[src/rtl/td4_core_param.sv]
// TD4-style 4-bit-family CPU core with width parameter W: A/B registers, carry flag,
// registered output port and a RUN/HALT controller. One instruction per enabled clock edge.
module td4_core_param #(
    parameter int W       = 4,
    parameter int INSTR_W = 4 + W
) (
    input  logic               clk,
    input  logic               rst,
    input  logic               ena,
    output logic [W-1:0]       addres,
    input  logic [INSTR_W-1:0] data,
    input  logic [W-1:0]       port_i,
    output logic [W-1:0]       port_o,
    output logic               port_o_stb,
    output logic               cf,
    output logic               halted
);

    typedef enum logic {RUN = 1'b0, HALT = 1'b1} state_t;

    localparam logic [W-1:0] ONE = {{(W-1){1'b0}}, 1'b1};

    state_t         state, state_nxt;
    logic [W-1:0]   pc, a, b;
    logic [W-1:0]   pc_nxt, a_nxt, b_nxt, port_nxt;
    logic           cf_nxt, stb_nxt, exec;
    logic [3:0]     op;
    logic [W-1:0]   imm, src, addend;
    logic [W:0]     sum;

    assign op     = data[INSTR_W-1 -: 4];
    assign imm    = data[W-1:0];
    assign exec   = (state == RUN) && ena;
    assign addres = pc;
    assign halted = (state == HALT);

    // Single adder: every opcode is src + addend; ADD A,B is the only one not adding imm.
    always_comb begin
        addend = imm;
        src    = '0;
        case (op)
            4'h0, 4'h4: src = a;
            4'h1, 4'h5, 4'h9: src = b;
            4'h2, 4'h6: src = port_i;
            4'h8: begin
                src    = a;
                addend = b;
            end
            default: src = '0;
        endcase
        sum = {1'b0, src} + {1'b0, addend};
    end

    always_comb begin
        state_nxt = state;
        pc_nxt    = pc;
        a_nxt     = a;
        b_nxt     = b;
        port_nxt  = port_o;
        cf_nxt    = cf;
        stb_nxt   = 1'b0;
        if (exec) begin
            pc_nxt = pc + ONE;
            cf_nxt = sum[W];
            case (op)
                4'h0, 4'h1, 4'h2, 4'h3, 4'h8: a_nxt = sum[W-1:0];
                4'h4, 4'h5, 4'h6, 4'h7:       b_nxt = sum[W-1:0];
                4'h9, 4'hB: begin
                    port_nxt = sum[W-1:0];
                    stb_nxt  = 1'b1;
                end
                4'hA: begin
                    state_nxt = HALT;
                    pc_nxt    = pc;
                    cf_nxt    = cf;
                end
                // Jump condition looks at cf before this instruction rewrites it.
                4'hC: if (cf)  pc_nxt = sum[W-1:0];
                4'hD: cf_nxt = cf;
                4'hE: if (!cf) pc_nxt = sum[W-1:0];
                4'hF: pc_nxt = sum[W-1:0];
                default: ;
            endcase
        end
    end

    always_ff @(posedge clk) begin
        if (rst) begin
            state      <= RUN;
            pc         <= '0;
            a          <= '0;
            b          <= '0;
            port_o     <= '0;
            cf         <= 1'b0;
            port_o_stb <= 1'b0;
        end else begin
            state      <= state_nxt;
            pc         <= pc_nxt;
            a          <= a_nxt;
            b          <= b_nxt;
            port_o     <= port_nxt;
            cf         <= cf_nxt;
            port_o_stb <= stb_nxt;
        end
    end

endmodule

[config.mk]
export PLATFORM = sky130hd
export DESIGN_NAME = td4_core_param
export DESIGN_NICKNAME = d
export VERILOG_FILES = /design/src/rtl/td4_core_param.sv
export SDC_FILE = /design/constraint.sdc
export NUM_CORES = 1
export LEC_CHECK = 0
export ABC_CLOCK_PERIOD_IN_PS = 7300
export CORE_MARGIN = 2
export CORE_UTILIZATION = 41
export DETAILED_ROUTE_END_ITERATION = 8
export GPL_ROUTABILITY_DRIVEN = 0
export HOLD_SLACK_MARGIN = 0.12
export PLACE_DENSITY = 0.68
export SLEW_MARGIN = 15
export SYNTH_ARGS = -nofsm -noshare
export SYNTH_HDL_FRONTEND = slang
export SYNTH_SLANG_ARGS = --single-unit
[constraint.sdc]
create_clock -name clk -period 7.3 [get_ports clk]
set_clock_uncertainty 0.2 [all_clocks]
set_input_delay 1.095 -clock clk [delete_from_list [all_inputs] [get_ports clk]]
set_output_delay 1.095 -clock clk [all_outputs]
set_load 0.01 [all_outputs]
==> flow_summary_export.csv, run 1 <==
group,metric,value,unit
status,status,"finished clean",
layout,drive_above_1_share,8.966,%
worst_setup_path,crit_family,"adder cells",
timing,fmaxAchievable,0.2573,GHz
route,ant_nets,0,
synthesis,synth_edf_count,0,
placement,post_dp_cell_area,0.001363,sq mm
route,wl_per_cell,14.35,um
route,num_vias,935,
floorplanning,die-area,0.003142,sq mm
floorplanning,start_util,44.05,%
layout,fin_area,0.001393,sq mm
synthesis,syn_area,0.001111,sq mm
job,maxCapViolations,0,
route,wl,2511,um
floorplanning,rows,18,
synthesis,synthFlopType,"dfxtp_1",
synthesis,synth.area.top_cells,"dfxtp_1 (34%), mux2i_1 (14%), nor2_1 (6.1%)",
worst_setup_path,path_buf_inv,1,
synthesis,synth_warnings,0,
worst_setup_path,worst_ep_required_time,7320,ps
cts,cts_tree,"built",
global_routing,grt_antenna_before_repair,0,
timing,period_needed,3886,ps
timing,setup_viol,0,
synthesis,synth_common_cells,"dfxtp_1 (19), nor2_1 (18), mux2i_1 (15)",
pwr,peakVddDrop,133.6,uV
layout,fill_cells,250,
pwr,cellLeakagePower,0.5966,nW
worst_setup_path,arrival,3910,ps
layout,seq_area,380.4,sq um
floorplanning,dieHeight,56.06,um
layout,multi_input_area,694.4,sq um
hold_path,whs_endpoint,"halted",
worst_setup_path,worst_setup_path_start_kind,"input pin",
cts,clockRootBuffer,"clkbuf_4",
worst_setup_path,worstRegToRegCells,7,
cts,cts_repair_resize_count,0,
timing,finalWorstSetupSlack,3414,ps
synthesis,synth.most_common_cell,"dfxtp_1",
synthesis,synth_top_area_cell,"dfxtp_1",
cts,h-tree-depth,1,
worst_setup_path,rrSetupSlack,5110,ps
worst_setup_path,crit_slowest_cell,"clkdlybuf4s50_1",
hold_path,hold_class,"reg2reg",
synthesis,synth_cell_type_count,37,
global_routing,grt_util_all_layers,17.46,%
global_routing,gr-total-overflow,0,
worst_setup_path,r2r-end,"addres[2]",
synthesis,syn_inst,122,
global_routing,grt_pass1_wl,4284,um
placement,dp_slack,3071,ps
worst_setup_path,end_kind,"register",
cts,clk_latency,310,ps
synthesis,async_flop_share,0,%
pwr,power.density,158.0,mW/mm^2
timing,maxSlewViolCount,0,
timing,worstMarginPinSlew,700.5,ps
timing,finalHoldViolations,0,
worst_setup_path,cp_slowest_stage_delay,570,ps
cts,post_cts_buffers,0,
worst_setup_path,cp_max_fo,9,
synthesis,yosysSeqAreaShare,34.23,%
hold_path,hold_start,"halted",
floorplanning,chipWidth,56.06,um
synthesis,synth_nets,143,
hold_path,hold_path_depth,2,
timing,timing.final.crit_share,53.24,%
route,drc,0,
route,drt_iter0_drc,23,
timing,slew_headroom,53.15,%
placement,dpl.hpwl,1907,um
worst_setup_path,r2r_start,"a[0]",
layout,syn_to_final_growth,25.34,%
cts,numCtsBuffers,3,
timing,holdWs,304.2,ps
floorplanning,num_io_pins,26,
synthesis,synth-seq-cells,19,
timing,rsz0062_at_grt,"no",
global_routing,grt_max_degree,21,
layout,nets,167,
global_routing,grt_pass1_vias,899,
cts,clock_sinks,19,
worst_setup_path,cp_cell_sequence,"clkdlybuf4s50_1 -> nor4b_2 -> mux2_2 -> ha_1 -> fa_1 -> xor2_1 -> mux2i_1 -> o32ai_1",
worst_setup_path,setup.worst_path.class,"in2reg",
route,firstDrtPassIters,4,
synthesis,syn_avg_cell_area,9.107,sq um
synthesis,synth_top_area_share,34.23,%
layout,n_antenna_cell,0,
floorplanning,core,0.002522,sq mm
cts,clock_path_buffers,2,
route,via_per_inst,5.343,
placement,port_buffers,25,
timing,tns,0,ps
cts,ctsHoldBuffers,0,
cts,clk_pin_slew,120,ps
-- metal layers --
metal / part of all wire (%) / wire, um / track usage, % / vias up
met3: 6.7 / 169 / 5.814 / 4
met2: 46 / 1147 / 27.06 / 26
met5: 0 / 0 / 0 / -
li1: - / - / - / 479
met4: 0.84 / 21 / 4.082 / 0
met1: 47 / 1172 / 23.44 / 426
-- where the power goes --
part	total, mW	switching (mW)	leakage, nW	internal [mW]
Clock	0.0587	0.0377	0.0139	0.0210
Sequential	0.112	0.00347	0.154	0.108
Combinational	0.0496	0.0240	0.428	0.0256
Total	0.220	0.0652	0.597	0.155
-- metrics by stage --
step | cells | power, mW | utilization, %
after CTS | 175 | 0.2225 | 55.21
after global routing | 175 | 0.2324 | 55.21
after floorplan | 122 | 0.1456 | -
after detailed placement | 171 | 0.1637 | 54.02
final | 175 | 0.2201 | 55.21
after global placement | 171 | 0.1631 | 54.02
-- how the worst max path moves through the flow --
stage	startpoint	end	slack, ps	cells after the start
6_report	data[5]	addres[2]	3410	8
3_3_place_gp	data[7]	addres[2]	3210	8
5_1_grt	data[5]	addres[2]	3190	8
2_1_floorplan	data[6]	addres[2]	3810	8
4_1_cts	data[5]	addres[2]	3420	8
3_5_place_dp	data[6]	addres[2]	3070	8
-- worst reg2reg max path: stages (launching register included) --
cell and delay [ps]:
dfxtp_1 340, a22oi_1 170, nand2_1 80, ha_1 220, fa_1 400, xor2_1 270
mux2i_1 120, o32ai_1 290
-- registers in the layout (all words and copies together) (netlist names) --
name	flops
a	4
addres	4
b	4
cf	1
halted	1
port_o	4
port_o_stb	1
-- final cells by class --
class | instances | area share (%)
sequential | 19 | 27.31
timing repair buffer | 25 | 17.97
tap | 30 | 2.695
clock buffer | 3 | 1.617
clock inverter | 1 | 0.5391
multi-input combinational | 97 | 49.87
-- logic make-up after synthesis --
group	synth area share [%]
AND/OR/NAND/NOR	23.31
buffers and inverters	3.265
XOR/XNOR	2.365
adder cells (fa/ha/maj)	7.433
AO/OA/AOI/OAI	11.82
multiplexers	17.57
flip-flops	34.23
-- placed cells by master, fill, tap and decap left out --
master	synthesis	routed
nand2_1	14	14
or4_1	1	1
o21a_1	1	1
o32ai_1	1	1
mux2_2	4	4
a21o_1	3	3
a211oi_1	2	2
a31oi_1	2	2
and3b_1	1	1
clkbuf_4	0	3
nor3b_1	2	2
dfxtp_1	19	19
nand2b_1	3	3
a21oi_1	3	3
a22oi_1	4	4
mux2i_1	15	15
or2_4	1	1
nor2_2	1	1
nor2_1	18	18
xor2_1	1	1
nor2b_2	1	1
xnor2_1	2	2
nor4b_2	1	1
nor3b_2	1	1
nor4bb_1	1	1
a2bb2oi_1	1	1
o21ai_0	1	1
nor2b_1	1	1
ha_1	5	5
o22ai_1	1	1
fa_1	1	1
nand3_1	3	3
clkdlybuf4s50_1	0	25
clkinvlp_4	0	1
or3_1	1	1
Power figures use the tool's default switching activity.
==> run 2, diff against run 1 <==
--- a/config.mk
+++ b/config.mk
@@ -5,7 +5,7 @@
 export SDC_FILE = /design/constraint.sdc
 export NUM_CORES = 1
 export LEC_CHECK = 0
-export ABC_CLOCK_PERIOD_IN_PS = 7300
+export ABC_CLOCK_PERIOD_IN_PS = 3900
 export CORE_MARGIN = 2
 export CORE_UTILIZATION = 41
 export DETAILED_ROUTE_END_ITERATION = 8
==> constraint.sdc (replaced) <==
create_clock -name clk -period 3.9 [get_ports clk]
set_clock_uncertainty 0.2 [all_clocks]
set_input_delay 0.585 -clock clk [delete_from_list [all_inputs] [get_ports clk]]
set_output_delay 0.585 -clock clk [all_outputs]
set_load 0.01 [all_outputs]
==> flow_summary_export.csv, run 2 (synthesis gave the netlist of run 1 again) <==
group,metric,value,unit
status,status,"finished clean",
worst_setup_path,worst_ep_required_time,3910,ps
worst_setup_path,r2r-end,"addres[2]",
global_routing,grt_antenna_before_repair,0,
placement,place_inst,173,
pwr,pwr-share-comb,23.4,%
pwr,p_int,290.9,uW
worst_setup_path,setup.worst_path.start,"data[5]",
layout,stdcell_count,177,
cts,clock_path_buffers,2,
timing,finalWorstSetupSlack,576.5,ps
layout,syn_to_final_growth,26.69,%
cts,clk_pin_slew,110,ps
layout,seq_area,380.4,sq um
global_routing,gr-total-overflow,0,
placement,port_buffers,25,
layout,multi_input_area,694.4,sq um
pwr,p_seq_share,51.4,%
global_routing,grt_pass1_wl,4291,um
pwr,cellLeakagePower,0.6068,nW
floorplanning,num_io_pins,26,
floorplanning,core,0.002522,sq mm
layout,most-common-layout-cells,"clkdlybuf4s50_1 (25), dfxtp_1 (19), nor2_1 (18), mux2i_1 (15), nand2_1 (14)",
route,wl,2499,um
cts,clock_sinks,19,
cts,ctsHoldBuffers,0,
placement,dpl.hpwl,1952,um
floorplanning,start_util,44.05,%
layout,fin_area,0.001408,sq mm
timing,slew_headroom,51.56,%
placement,post_dp_cell_area,0.001378,sq mm
timing,fmaxAchievable,0.3009,GHz
floorplanning,die-area,0.003142,sq mm
timing,worstMarginPinSlew,724.3,ps
layout,n_antenna_cell,0,
worst_setup_path,cp_max_fo,9,
route,ant_nets,0,
worst_setup_path,worstRegToRegCells,7,
timing,holdWs,298.6,ps
cts,h-tree-depth,1,
timing,maxSlewViolCount,0,
timing,period_needed,3323,ps
route,firstDrtPassIters,4,
hold_path,hold_start,"halted",
layout,drive_above_1_share,10.20,%
timing,setup_viol,0,
timing,tns,0,ps
floorplanning,chipWidth,56.06,um
timing,rsz0062_at_grt,"no",
worst_setup_path,end_kind,"register",
layout,fill_cells,228,
worst_setup_path,r2r_start,"b[0]",
pwr,peakVddDrop,274.7,uV
worst_setup_path,setup.worst_path.class,"in2reg",
worst_setup_path,arrival,3340,ps
worst_setup_path,cp-endpoint,"addres[2]",
route,drt_iter0_drc,29,
cts,post_cts_buffers,0,
cts,cts_repair_resize_count,0,
cts,cts_tree,"built",
global_routing,grt_pass1_vias,956,
cts,numCtsBuffers,3,
layout,final_common_cell,"clkdlybuf4s50_1",
timing,timing.final.crit_share,85.22,%
floorplanning,rows,18,
pwr,swShare,28.56,%
pwr,power.switching,116.3,uW
global_routing,grt_max_degree,21,
placement,dp_slack,256.8,ps
cts,clk_latency,300,ps
job,maxCapViolations,0,
pwr,clkPwrFrac,25.2,%
worst_setup_path,rrSetupSlack,1620,ps
route,via_per_inst,5.441,
route,wl_per_cell,14.12,um
global_routing,grt_util_all_layers,17.20,%
layout,nets,169,
floorplanning,dieHeight,56.06,um
timing,finalHoldViolations,0,
worst_setup_path,worst_setup_path_start_kind,"input pin",
route,drc,0,
pwr,power.density,289.3,mW/mm^2
hold_path,hold_class,"reg2reg",
cts,clockRootBuffer,"clkbuf_4",
route,num_vias,963,
==> run 2: changes by cell type in the layout (fill, tap and decap cells not counted), sizes merged <==
| cell | before | now |
|---|---|---|
| buf | 0 | 2 |
==> run 2: cell type report <==
class,instances,area share [%]
clock buffers,3,1.600
repair buffers,27,18.84
flip-flops and latches,19,27.02
multi-input cells,97,49.33
well taps,30,2.667
clock inverters,1,0.5333
==> run 2: power by group through the flow <==
stage,Clock [mW],Sequential (mW),Combinational (mW)
final,0.102,0.209,0.0953
after global routing,0.118,0.211,0.104
after floorplan,0,0.215,0.0580
after CTS,0.110,0.210,0.0958
after detailed placement,0,0.214,0.0951
after global placement,0,0.214,0.0938
==> run 2: layer usage <==
| metal | routed length (um) | part of all wire, % | GRT usage (%) |
|---|---|---|---|
| met4 | 24 | 0.96 | 4.762 |
| met5 | 0 | 0 | 0 |
| met1 | 1112 | 44 | 20.25 |
| met3 | 156 | 6.2 | 5.581 |
| met2 | 1205 | 48 | 29.75 |
==> run 2: worst max-delay path, stage by stage <==
cell and delay, ps:
clkdlybuf4s50_1 570, nor4b_2 440, mux2_2 380, ha_1 210, fa_1 400, xor2_1 360
mux2i_1 130, o32ai_1 260
==> run 2: worst min-delay path by stage <==
| stage | endpoint | slack [ps] | cells past startpoint |
|---|---|---|---|
| 2_1_floorplan | a[0] | 260 | 2 |
| 3_3_place_gp | halted | 260 | 2 |
| 3_5_place_dp | halted | 280 | 2 |
| 4_1_cts | halted | 310 | 2 |
| 5_1_grt | halted | 350 | 2 |
| 6_report | halted | 300 | 2 |
==> run 2: per-stage QoR <==
step                power, mW  util (%)
global route           0.4326     55.80
detailed placement     0.3089     54.61
floorplan              0.2725         -
finish                 0.4073     55.80
global placement       0.3075     54.61
CTS                    0.4152     55.80
